$ cat config.mk
export PLATFORM = sky130hd
export DESIGN_NAME = fifo8x9_ctrl_flat
export DESIGN_NICKNAME = d
export VERILOG_FILES = /design/src/rtl/fifo8x9_ctrl_if.sv /design/src/rtl/fifo8x9_ctrl.sv /design/src/flat_wrapper.sv
export SDC_FILE = /design/constraint.sdc
export NUM_CORES = 1
export LEC_CHECK = 0
export ABC_CLOCK_PERIOD_IN_PS = 2850
export CAP_MARGIN = 20
export CORE_AREA = 3 3 40 42
export DETAILED_ROUTE_END_ITERATION = 7
export DIE_AREA = 0 0 43 45
export HOLD_SLACK_MARGIN = 0.06
export PLACE_DENSITY = 0.73
export SETUP_SLACK_MARGIN = 0.2
export SLEW_MARGIN = 20
export SYNTH_ARGS = -nofsm -noshare
export SYNTH_HDL_FRONTEND = slang
export SYNTH_SLANG_ARGS = --single-unit
export TNS_END_PERCENT = 5
$ cat constraint.sdc
create_clock -name clk -period 2.85 [get_ports clk]
set_input_delay 0.57 -clock clk [delete_from_list [all_inputs] [get_ports clk]]
set_output_delay 0.57 -clock clk [all_outputs]
set_load 0.02 [all_outputs]
$ cat src/rtl/fifo8x9_ctrl_if.sv
`default_nettype none
// +--------------------------------------------------------------------------+
// | fifo8x9_ctrl_if: request/status and storage-strobe bundle for the FIFO   |
// | control stage.                                        Revision: 1.0      |
// +--------------------------------------------------------------------------+
interface fifo8x9_ctrl_if #(
  parameter int CNT_W = 4
) ();
  logic             push;
  logic             pop;
  logic             flush;
  logic             wren;
  logic             WrInc;
  logic             WrPtrClr;
  logic             rden;
  logic             RdInc;
  logic             RdPtrClr;
  logic             in_ready;
  logic             out_avail;
  logic             full;
  logic             empty;
  logic [CNT_W-1:0] count;
  logic             rd_valid;
  logic             overflow;
  logic             underflow;

  // Requester / storage side.
  modport master (
    output push, pop, flush,
    input  wren, WrInc, WrPtrClr, rden, RdInc, RdPtrClr,
    input  in_ready, out_avail, full, empty, count,
    input  rd_valid, overflow, underflow
  );

  // Controller side.
  modport slave (
    input  push, pop, flush,
    output wren, WrInc, WrPtrClr, rden, RdInc, RdPtrClr,
    output in_ready, out_avail, full, empty, count,
    output rd_valid, overflow, underflow
  );
endinterface
`default_nettype wire

$ cat src/rtl/fifo8x9_ctrl.sv
`default_nettype none
// +--------------------------------------------------------------------------+
// | fifo8x9_ctrl: push/pop to storage-strobe converter with occupancy,      |
// | sticky error flags and a one-cycle flush sequence.    Revision: 1.0      |
// +--------------------------------------------------------------------------+
module fifo8x9_ctrl #(
  parameter int DEPTH = 8,
  parameter int CNT_W = 4
) (
  input  wire            clk,
  input  wire            rst,
  fifo8x9_ctrl_if.slave  bus
);

  localparam logic [CNT_W-1:0] c_depth = CNT_W'(DEPTH);
  localparam logic [CNT_W-1:0] c_one   = CNT_W'(1);

  typedef enum logic [0:0] {
    ST_NORMAL = 1'b0,
    ST_FLUSH  = 1'b1
  } state_t;

  state_t           r_state;
  logic [CNT_W-1:0] r_count;
  logic             r_rd_valid;
  logic             r_overflow;
  logic             r_underflow;

  logic w_normal;
  logic w_full;
  logic w_empty;
  logic w_acc_wr;
  logic w_acc_rd;

  assign w_normal = (r_state == ST_NORMAL);
  assign w_full   = (r_count == c_depth);
  assign w_empty  = (r_count == '0);
  assign w_acc_wr = bus.push & ~w_full  & w_normal;
  assign w_acc_rd = bus.pop  & ~w_empty & w_normal;

  always_ff @(posedge clk or posedge rst) begin
    if (rst) begin
      r_state     <= ST_NORMAL;
      r_count     <= '0;
      r_rd_valid  <= 1'b0;
      r_overflow  <= 1'b0;
      r_underflow <= 1'b0;
    end else begin
      case (r_state)
        ST_NORMAL: begin
          // Transfers in this cycle complete even when a flush is requested.
          if (bus.flush) r_state <= ST_FLUSH;
          if (w_acc_wr && !w_acc_rd)      r_count <= r_count + c_one;
          else if (w_acc_rd && !w_acc_wr) r_count <= r_count - c_one;
          r_rd_valid <= w_acc_rd;
          if (bus.push && w_full)  r_overflow  <= 1'b1;
          if (bus.pop  && w_empty) r_underflow <= 1'b1;
        end
        ST_FLUSH: begin
          r_state     <= ST_NORMAL;
          r_count     <= '0;
          r_rd_valid  <= 1'b0;
          r_overflow  <= 1'b0;
          r_underflow <= 1'b0;
        end
        default: r_state <= ST_NORMAL;
      endcase
    end
  end

  assign bus.wren      = w_acc_wr;
  assign bus.WrInc     = w_acc_wr;
  assign bus.WrPtrClr  = ~w_normal;
  assign bus.rden      = w_acc_rd;
  assign bus.RdInc     = w_acc_rd;
  assign bus.RdPtrClr  = ~w_normal;
  assign bus.in_ready  = ~w_full  & w_normal;
  assign bus.out_avail = ~w_empty & w_normal;
  assign bus.full      = w_full;
  assign bus.empty     = w_empty;
  assign bus.count     = r_count;
  assign bus.rd_valid  = r_rd_valid;
  assign bus.overflow  = r_overflow;
  assign bus.underflow = r_underflow;

endmodule
`default_nettype wire

$ cat src/flat_wrapper.sv
// flat-port wrapper written by rule: the top's interface ports become plain ports
module fifo8x9_ctrl_flat 
#(
  parameter int DEPTH = 8,
  parameter int CNT_W = 4
)
  (clk, rst, bus_push, bus_pop, bus_flush, bus_wren, bus_WrInc, bus_WrPtrClr, bus_rden, bus_RdInc, bus_RdPtrClr, bus_in_ready, bus_out_avail, bus_full, bus_empty, bus_count, bus_rd_valid, bus_overflow, bus_underflow);
  fifo8x9_ctrl_if #(.CNT_W(CNT_W)) bus_i ();
  input  wire clk;
  input  wire rst;
  input wire logic [$bits(bus_i.push)-1:0] bus_push;
  input wire logic [$bits(bus_i.pop)-1:0] bus_pop;
  input wire logic [$bits(bus_i.flush)-1:0] bus_flush;
  output wire logic [$bits(bus_i.wren)-1:0] bus_wren;
  output wire logic [$bits(bus_i.WrInc)-1:0] bus_WrInc;
  output wire logic [$bits(bus_i.WrPtrClr)-1:0] bus_WrPtrClr;
  output wire logic [$bits(bus_i.rden)-1:0] bus_rden;
  output wire logic [$bits(bus_i.RdInc)-1:0] bus_RdInc;
  output wire logic [$bits(bus_i.RdPtrClr)-1:0] bus_RdPtrClr;
  output wire logic [$bits(bus_i.in_ready)-1:0] bus_in_ready;
  output wire logic [$bits(bus_i.out_avail)-1:0] bus_out_avail;
  output wire logic [$bits(bus_i.full)-1:0] bus_full;
  output wire logic [$bits(bus_i.empty)-1:0] bus_empty;
  output wire logic [$bits(bus_i.count)-1:0] bus_count;
  output wire logic [$bits(bus_i.rd_valid)-1:0] bus_rd_valid;
  output wire logic [$bits(bus_i.overflow)-1:0] bus_overflow;
  output wire logic [$bits(bus_i.underflow)-1:0] bus_underflow;
  assign bus_i.push = bus_push;
  assign bus_i.pop = bus_pop;
  assign bus_i.flush = bus_flush;
  assign bus_wren = bus_i.wren;
  assign bus_WrInc = bus_i.WrInc;
  assign bus_WrPtrClr = bus_i.WrPtrClr;
  assign bus_rden = bus_i.rden;
  assign bus_RdInc = bus_i.RdInc;
  assign bus_RdPtrClr = bus_i.RdPtrClr;
  assign bus_in_ready = bus_i.in_ready;
  assign bus_out_avail = bus_i.out_avail;
  assign bus_full = bus_i.full;
  assign bus_empty = bus_i.empty;
  assign bus_count = bus_i.count;
  assign bus_rd_valid = bus_i.rd_valid;
  assign bus_overflow = bus_i.overflow;
  assign bus_underflow = bus_i.underflow;
  fifo8x9_ctrl #(.DEPTH(DEPTH), .CNT_W(CNT_W)) u_core (.clk(clk), .rst(rst), .bus(bus_i));
endmodule
=== After elaboration in Yosys (flattened, before gate mapping) ===
Cells that the tools add are included.

* Flip-flop bits (word level): 8
* Memories kept: 0
* RAM bits: 0
* Memory bits (read-only): 0
* Logic and storage cells: 37
* Bits in latches: 0
* Bits of input ports: 5
* Output and inout bits: 17

* Multipliers: 0
* Divide/modulo/power cells: 0
* Bitwise logic cells: 9
* Reductions and logical operators: 7
* Equal/unequal tests: 4
* Shifts and indexed selects: 0
* Muxes and demuxes: 10
* $lt $le $gt $ge: 0
* $add $sub $neg: 2

{| class="wikitable"
|+ Operator list
! cell !! count
|-
| $mux 4 || 2
|-
| $pmux 1 s2 || 4
|-
| $pmux 4 s2 || 1
|-
| $and 1x1->1 || 6
|-
| $add 4x1->4 const B || 1
|-
| $eq 4x4->1 const B || 1
|-
| $logic_and 1x1->1 || 4
|-
| $logic_not 4->1 || 1
|-
| $ne 2x2->1 const B || 2
|-
| $sub 4x1->4 const B || 1
|-
| $mux 1 || 3
|-
| $ne 3x3->1 const B || 1
|-
| $not 1->1 || 3
|-
| $logic_not 1->1 || 2
|}

=== Depth between registers and ports, before layout ===
Gate-level depths: netlist (run 1).

* Word-level depth: 9
* Mapped depth: 10
* Mapped depth without buffers: 10

=== Worst setup path before layout (run 1) ===
Ideal clock, no wire load.

* Kind: register to register
* From: reg u_core.r_count[0] (netlist: u_core.bus.count[0])
* To: reg u_core.r_count[3] (netlist: u_core.bus.count[3])
* Library setup time: 0.128 ns
* Data required time: 2.722 ns
* Period minus slack after synthesis: 3.136 ns
* Cell stages (with the launch flop): 11
* Slack: -0.286 ns
* Buffers on the path: 0
* Arrival time: 3.008 ns
* Cells stage by stage: dfrtp_1 -> nor4b_2 -> nor2_1 -> and2_1 -> ha_1 -> inv_1 -> ha_1 -> a21oi_1 -> a211oi_1 -> a31oi_1 -> mux2_1

* Elaborated cells on any way between the ends: 18
* Those cells by class: add/sub: 2; eq/ne: 2; mux: 3; bitwise: 6; reduce/logical: 5

{| class="wikitable"
|+ RTL lines
! item !! RTL line !! text
|-
| start: declaration || fifo8x9_ctrl.sv:24 || <nowiki>logic [CNT_W-1:0] r_count;</nowiki>
|-
| start signal: assignment || fifo8x9_ctrl.sv:53 || <nowiki>if (w_acc_wr && !w_acc_rd) r_count <= r_count + c_one;</nowiki>
|-
| start signal: assignment || fifo8x9_ctrl.sv:54 || <nowiki>else if (w_acc_rd && !w_acc_wr) r_count <= r_count - c_one;</nowiki>
|-
| $eq 4x4->1 * || fifo8x9_ctrl.sv:36 || <nowiki>assign w_full = (r_count == c_depth);</nowiki>
|-
| via bus_full || flat_wrapper.sv:22 || <nowiki>output wire logic [$bits(bus_i.full)-1:0] bus_full;</nowiki>
|-
| $not 1->1 * || fifo8x9_ctrl.sv:38 || <nowiki>assign w_acc_wr = bus.push & ~w_full & w_normal;</nowiki>
|-
| $and 1x1->1 * (2 in series) || fifo8x9_ctrl.sv:38 ||
|-
| via bus_WrInc || flat_wrapper.sv:15 || <nowiki>output wire logic [$bits(bus_i.WrInc)-1:0] bus_WrInc;</nowiki>
|-
| $logic_and 1x1->1 / $logic_not 1->1 (equally long branches) || fifo8x9_ctrl.sv:53, fifo8x9_ctrl.sv:54 ||
|-
| $mux 4 / $logic_and 1x1->1 (equally long branches) || fifo8x9_ctrl.sv:53, fifo8x9_ctrl.sv:54 ||
|-
| $pmux 4 s2 / $ne 3x3->1 (equally long branches) || -- ||
|}

Mark *: on every way through the listed nets, which the timed path passes. The rest lies on a longest branch. The select of a mux whose other input is x is not followed.
A chain may end at the register's enable or synchronous reset.

=== Worst setup path in the final report (run 1) ===
* From: reg u_core.r_count[2] (netlist: u_core.bus.count[2])
* To: out bus_WrInc

* Cells in the longest elaborated chain, start to end: 4

{| class="wikitable"
|+ RTL lines
! item !! RTL line
|-
| $eq 4x4->1 || fifo8x9_ctrl.sv:36
|-
| $not 1->1 || fifo8x9_ctrl.sv:38
|-
| $and 1x1->1 (2 in series) || fifo8x9_ctrl.sv:38
|-
| end: declaration || flat_wrapper.sv:15
|}

Every way passes these cells.

==> summary.md, run 1 <==
Across all register-to-register paths, the minimum setup slack is 0.42 ns. Total of cells resized after clock tree synthesis: 0. The sequential share of the synthesized area is 42.1%, and the area enclosed by the die boundary is 1940 um^2. The critical path class is reg2out. The number of inserted filler cells in the final layout came out at 112.

The run gives 2.28 ns as the worst path required time. The highest layer touched by signal routing is met4. The chip height is 45 um, and the switching part of the total power is 43.5%. The final number of hold-violating endpoints is 0, and the fraction of layout instances using a drive strength above 1 is 22.9%. For the setup violation total in the final timing report, the log shows 0. The clock transition at the register clock pins on the worst setup and hold paths after CTS works out to 0.06 ns. For the worst slew margin relative to its limit, the log shows 70.7%. The residual antenna-violating net count after detailed routing was 0; the final count of pins violating max slew was 0. The via density per instance was 4.74. The run gives 854 um as the detailed-placement wirelength estimate. The upper clock frequency limit was 0.409 GHz. In this run the post-CTS setup repair buffer count came out at 0.

The synthesized netlist contains 18 unique library cells. The logs give 13 for the count of standard-cell rows and 753 um^2 for the summed area of non-filler cells in the final layout. Pin slew with the least headroom to its limit: 0.439 ns. The switching power of the nets was 0.353 mW.

The clock passes through at most 2 buffers. The number of cells on the worst reg-to-reg path works out to 10. Global routing used 13.1% of the available tracks.

The number of instances in the synthesized netlist was 50; the worst slack at placement was 0.261 ns. H-tree depth: 1. At the worst endpoint, the arrival time is 1.88 ns. The logs give 22 for the number of I/O pins and 0 for the leftover overflow at the end of global routing. The run gives 0.491 ns as the smallest hold slack. The post-cts hold buffer count was 0; the peak fanout along the critical path was 5.

Setup repair after global routing left no endpoint under its margin. During synthesis, Yosys emitted a total of 0 warnings. The critical register-to-register path endpoint was u_core.bus.count[3]. For the wire length of the first global-routing pass, the log shows 1840 um. The cell area after synthesis is 475 um^2. The tools report the global placer's final weighted congestion as 0.700.

The number of diodes added for antenna fixing was 0. Routed length on met3: 42 um. For the pin count of the biggest net entering global routing, the log shows 13. In this run the static leakage power is 0.313 nW. Summed over all failing endpoints, the final setup total negative slack is 0 ns. Max-cap violations in this run came to 0. Total power for the finished layout comes to 0.812 mW. Once the floorplan was initialized, standard cells occupied 37.0% of the core. Counting every sink on the clock net gives 8. Per report_power, the combinational group accounts for 61.6% of the total.

In the final layout, the multi-input gates occupy 275 um^2. The cell area reported after detailed placement was 727 um^2. The first detailed-routing pass took 2 iterations.

The tree is rooted in a sky130_fd_sc_hd__clkbuf_4. The number of DRC violations after detailed-routing iteration 0 was 1. The routed layout has 403 vias. Classification of the worst-slack hold path: reg2reg.

The final routed wire length divided by cell count was 12.2 um. The clock tree skew after final layout came out at 0.00415 ns. Wire segments on met2 add up to 507 um in the final route. From left edge to right edge, the die measures 43 um. VDD sags by at most 0.553 mV. The initial antenna violation count came out at 0. TritonCTS built the clock tree. In this run, flip-flops and latches consume 27.1% of the power. Post-synthesis sequential element count: 8. STA classifies the critical path startpoint as a flop.

For this block, wires on met1 add up to 464 um. The per-instance average area after synthesis works out to 9.51 um^2. The flow ran to the end, and the final reports show no timing, DRC or antenna violations. The core region is 1280 um^2. For this run, the post-layout net count is 80. The tools report the origin of the critical flop-to-flop path as u_core.bus.count[2]. The run gives 416 as the via count of the first global-routing pass. Latest clock arrival within the worst-skew pair: 0.25 ns. The capturing element type of the critical path was a primary output. Once routing completed, OpenROAD measured the worst setup slack at 0.403 ns.

Subtracting the final worst setup slack from the clock period gives 2.45 ns. Wires add up to 1030 um. The clock network burns 11.3% of the power. The quantity of I/O buffers inserted on ports was 21. The worst-case hold path end point is u_core.bus.underflow. The tools report the sequential cell area as 204 um^2.

The logs give 59 for the net count after synthesis and 0.459 mW for the cell internal power dissipation. The area growth from synthesis to final layout was 58.4%; the part of the cycle the worst path needs was 85.9%. The power density over cell area came out at 1080 nW/um^2.

The worst hold path passes through 2 cells. The tools report the total clock buffers created by CTS as 3. Startpoint of the lowest-slack hold path: u_core.bus.underflow. The detailed-route DRC error count was 0.
[routing by layer]
layer  GRT usage, %  vias up
li1               -      200
met1           16.5      192
met2           19.2        9
met3           2.79        2
met4           10.8        0
met5              0        -
[synthesized netlist by cell type]
cell,count,area share (%)
sky130_fd_sc_hd__nor2b_1,2,2.6
sky130_fd_sc_hd__dfrtp_1,8,42
sky130_fd_sc_hd__nand2_1,1,0.79
sky130_fd_sc_hd__nand3_2,1,2.1
sky130_fd_sc_hd__mux2_1,1,2.4
sky130_fd_sc_hd__a31oi_1,1,1.3
sky130_fd_sc_hd__nor2_1,11,8.7
sky130_fd_sc_hd__fa_1,1,4.2
sky130_fd_sc_hd__nor4_2,1,2.6
sky130_fd_sc_hd__buf_4,3,4.7
sky130_fd_sc_hd__xor2_1,2,3.7
sky130_fd_sc_hd__ha_1,3,7.9
sky130_fd_sc_hd__nor4b_2,1,3.2
sky130_fd_sc_hd__a21oi_1,5,5.3
sky130_fd_sc_hd__and2_1,1,1.3
sky130_fd_sc_hd__inv_1,5,3.9
sky130_fd_sc_hd__clkbuf_1,2,1.6
sky130_fd_sc_hd__a211oi_1,1,1.6
[final cells by class]
cell class                      instances  area share, %
Tap cell                               15           2.49
Inverter                                5           2.49
Sequential cell                         8           27.1
Multi-Input combinational cell         32           36.5
Timing Repair Buffer                   21           27.9
Clock buffer                            4           3.49
[through the flow]
stage / instances / util [%]
after detailed placement: 81 / 56.6
after floorplan: 50 / -
after global placement: 81 / 56.6
after CTS: 85 / 58.6
final: 85 / 58.6
after global routing: 85 / 58.6
[sequential cells by signal, summed over array words and instances, names as in the netlist]
register              count
u_core.bus.count          4
u_core.bus.RdPtrClr       1
u_core.bus.overflow       1
u_core.bus.rd_valid       1
u_core.bus.underflow      1
[cell usage in the layout, fill, tap and decap left out, drive strengths merged]
cell / count
a211oi: 1
a21oi: 5
a31oi: 1
and2: 1
clkbuf: 4
clkdlybuf4s50: 21
dfrtp: 8
fa: 1
ha: 3
inv: 5
mux2: 1
nand2: 1
nand3: 1
nor2: 11
nor2b: 2
nor4: 1
nor4b: 1
xor2: 2
[power groups by stage]
stage,registers (mW),logic [mW],clock network [mW]
global placement,0.222,0.501,0
detailed placement,0.224,0.506,0
floorplan,0.256,0.281,0
CTS,0.222,0.508,0.0952
global route,0.228,0.541,0.104
finish,0.220,0.500,0.0915
[logic make-up after synthesis]
group	synth area share, %
adders and majority gates	12.1
xor gates and xnor gates	3.68
muxes	2.37
and+or+nand+nor	21.3
AOI/OAI and AO/OA	8.16
buffers and inverters	10.3
DFF	42.1
[worst max path at each step]
stage / startpoint / end / slack (ns) / cells after the start
final: u_core.bus.count[2] / bus_WrInc / 0.40 / 4
after global placement: bus_push / u_core.bus.count[3] / 0.32 / 9
after detailed placement: bus_push / u_core.bus.count[3] / 0.26 / 9
after floorplan: u_core.bus.count[2] / u_core.bus.count[3] / 0.24 / 10
after global routing: u_core.bus.count[3] / bus_RdInc / 0.29 / 5
after CTS: u_core.bus.count[2] / bus_WrInc / 0.38 / 4
[critical path: stages, from the launching register on]
cell                              delay [ns]
sky130_fd_sc_hd__dfrtp_2                0.47
sky130_fd_sc_hd__nor4b_4                0.40
sky130_fd_sc_hd__nor2_4                 0.07
sky130_fd_sc_hd__and2_4                 0.15
sky130_fd_sc_hd__clkdlybuf4s50_1        0.53
Note: power is estimated with default switching activity, not from simulation.
==> run 2: changes to the inputs <==
CTS_BUF_LIST = sky130_fd_sc_hd__clkbuf_4   (was not set)
==> summary.md, run 2 (same netlist as run 1, synthesis figures left out) <==
The number of I/O pins was 22 (unchanged); the fraction of layout instances using a drive strength above 1 was 24.3% (was 22.9%). The classification of the worst-slack hold path was reg2reg (unchanged). Capturing element type of the critical path: a primary output (unchanged). The reg2reg setup slack was 0.42 ns (about the same); the count of standard-cell rows was 13 (unchanged). The quantity of I/O buffers inserted on ports came out at 21 (unchanged).

Clock transition at the register clock pins on the worst setup and hold paths after CTS: 0.06 ns (about the same). The slowest stage cell on the critical path is sky130_fd_sc_hd__clkdlybuf4s50_1 (unchanged). The logs give 0 (unchanged) for the initial antenna violation count and 0 (unchanged) for the number of maximum-capacitance violations. The tools report the wire length of the first global-routing pass as 1840 um (unchanged).

Top library cells by usage in the layout, fill and taps aside: sky130_fd_sc_hd__clkdlybuf4s50_1, sky130_fd_sc_hd__nor2_1, sky130_fd_sc_hd__dfrtp_1 (was sky130_fd_sc_hd__clkdlybuf4s50_1, sky130_fd_sc_hd__nor2_1, sky130_fd_sc_hd__dfrtp_1, sky130_fd_sc_hd__a21oi_1, sky130_fd_sc_hd__inv_1). CP Cell Sequence: nor4b_4 > nor2_4 > and2_4 > clkdlybuf4s50_1 (unchanged). The logs give 2 (unchanged) for the largest buffer count on any clock path and 13 (unchanged) for the pin count of the biggest net entering global routing. The latest clock arrival within the worst-skew pair was 0.25 ns (about the same). The total number of vias came out at 403 (unchanged). The clock sink count came out at 8 (unchanged).

The tools report the total of cells resized after clock tree synthesis as 0 (unchanged). The residual antenna-violating net count after detailed routing is 0 (unchanged), and the leakage power of the design is 0.317 nW (was 0.313 nW). The run gives 854 um (unchanged) as the detailed-placement wirelength estimate. The critical path class was reg2out (unchanged). The setup TNS after final layout is 0 ns (unchanged). The number of buffers inserted to repair setup after CTS was 0 (unchanged); the maximum vdd drop was 0.553 mV (about the same). For the final cell utilization of the core, the log shows 58.9% (was 58.6%). Worst slack at placement: 0.261 ns (unchanged). The logs give 0.402 ns (was 0.403 ns) for the worst setup slack after layout and 727 um^2 (unchanged) for the cell area reported after detailed placement. The cell at the root of the clock tree was sky130_fd_sc_hd__clkbuf_4 (unchanged). The run gives 1 (unchanged) as the number of DRC violations after detailed-routing iteration 0. The run gives 3 (unchanged) as the total clock buffers created by CTS. The H-tree depth was 1 (unchanged). Part of the cycle the worst path needs: 85.9% (about the same). The final count of pins violating max slew was 0 (unchanged).

TritonCTS built the clock tree. The family with the most delay on the worst path is simple AND/OR/NAND/NOR gates (unchanged). The worst path required time is 2.28 ns (about the same), and the clock tree skew after final layout is 0.00450 ns (was 0.00415 ns).

The final total power came out at 0.821 mW (was 0.812 mW). The summed area of non-filler cells in the final layout is 757 um^2 (was 753 um^2). The tools report the smallest hold slack as 0.491 ns (unchanged). The post-cts hold buffer count is 0 (unchanged), and the number of buffers and inverters on the critical path is 1 (unchanged). The arrival time at the worst endpoint was 1.88 ns (about the same); the cell total after placement was 81 (unchanged). The time the final worst path needs with I/O delays and setup came out at 2.45 ns (about the same). Area of the core: 1280 um^2 (unchanged). Number of diodes added for antenna fixing: 0 (unchanged). The chip height is 45 um (unchanged). The flow ran to the end, and the final reports show no timing, DRC or antenna violations.

The run gives 80 (unchanged) as the final net count. The via density per instance is 4.74 (unchanged), and the peak fanout along the critical path is 5 (unchanged). Global placer's final weighted congestion: 0.700 (unchanged). The area growth from synthesis to final layout was 59.2% (was 58.4%). The final routed wire length divided by cell count was 12.2 um (about the same); the power density over cell area was 1080 nW/um^2 (about the same). Starting density of the core: 37.0% (unchanged).

The run gives 0 (unchanged) as the setup violation total in the final timing report. The tools report the worst slew margin relative to its limit as 70.7% (about the same). Setup repair after global routing left no endpoint under its margin.

The tools report the upper clock frequency limit as 0.409 GHz (about the same). The detailed-router iteration count before antenna repair is 2 (unchanged), and the pin slew with the least headroom to its limit is 0.440 ns (was 0.439 ns). The commonest non-fill, non-tap cell in the layout is sky130_fd_sc_hd__clkdlybuf4s50_1 (unchanged). Startpoint kind of the worst setup timing path: a flop (unchanged). The total wire length was 1040 um (was 1030 um); the global router's overall resource usage was 13.1% (unchanged).

The via count of the first global-routing pass came out at 416 (unchanged). The largest stage delay on the critical path is 0.53 ns (about the same), and the final number of hold-violating endpoints is 0 (unchanged). The final non-filler cell total was 85 (unchanged). Die width: 43 um (unchanged). For the area enclosed by the die boundary, the log shows 1940 um^2 (unchanged). The number of flip-flops under the largest register name is 4 (unchanged). The detailed-route DRC error count was 0 (unchanged); the leftover overflow at the end of global routing was 0 (unchanged).
-- run 2: tightest hold or removal path, stage by stage (launching register included) --
cell	delay (ns)
sky130_fd_sc_hd__dfrtp_1	0.33
sky130_fd_sc_hd__a21oi_1	0.04
sky130_fd_sc_hd__nor2_1	0.07
-- run 2: where the power goes --
part	switching, mW	total, mW	internal [mW]
sequential	0.0659	0.220	0.154
clock	0.0381	0.101	0.0630
combinational	0.249	0.500	0.251
total	0.353	0.821	0.468
-- run 2: path summary, 6_finish.rpt --
kind,startpoint,endpoint,cells after the start
setup / recovery,u_core.bus.count[2],bus_WrInc,4
hold / removal,u_core.bus.underflow,u_core.bus.underflow,2
setup reg to reg,u_core.bus.count[2],u_core.bus.count[3],10
hold reg to reg,u_core.bus.underflow,u_core.bus.underflow,2
max in group asynchronous,rst,u_core.bus.count[2],2
min in group asynchronous,rst,u_core.bus.count[3],2
-- run 2: routing by layer --
metal  wire length (um)  GRT usage [%]  share of wire (%)
met5                  0              0                  0
met4                 19           10.8                1.8
met3                 42           2.79                4.1
met2                507           19.2                 49
met1                465           16.5                 45
-- run 2: layout make-up --
| class | count | area, um^2 |
|---|---|---|
| Sequential cell | 8 | 204 |
| Multi-Input combinational cell | 32 | 275 |
| Tap cell | 15 | 18.8 |
| Clock buffer | 4 | 30.0 |
| Timing Repair Buffer | 21 | 210 |
| Inverter | 5 | 18.8 |
| Fill cell | 111 | 528 |
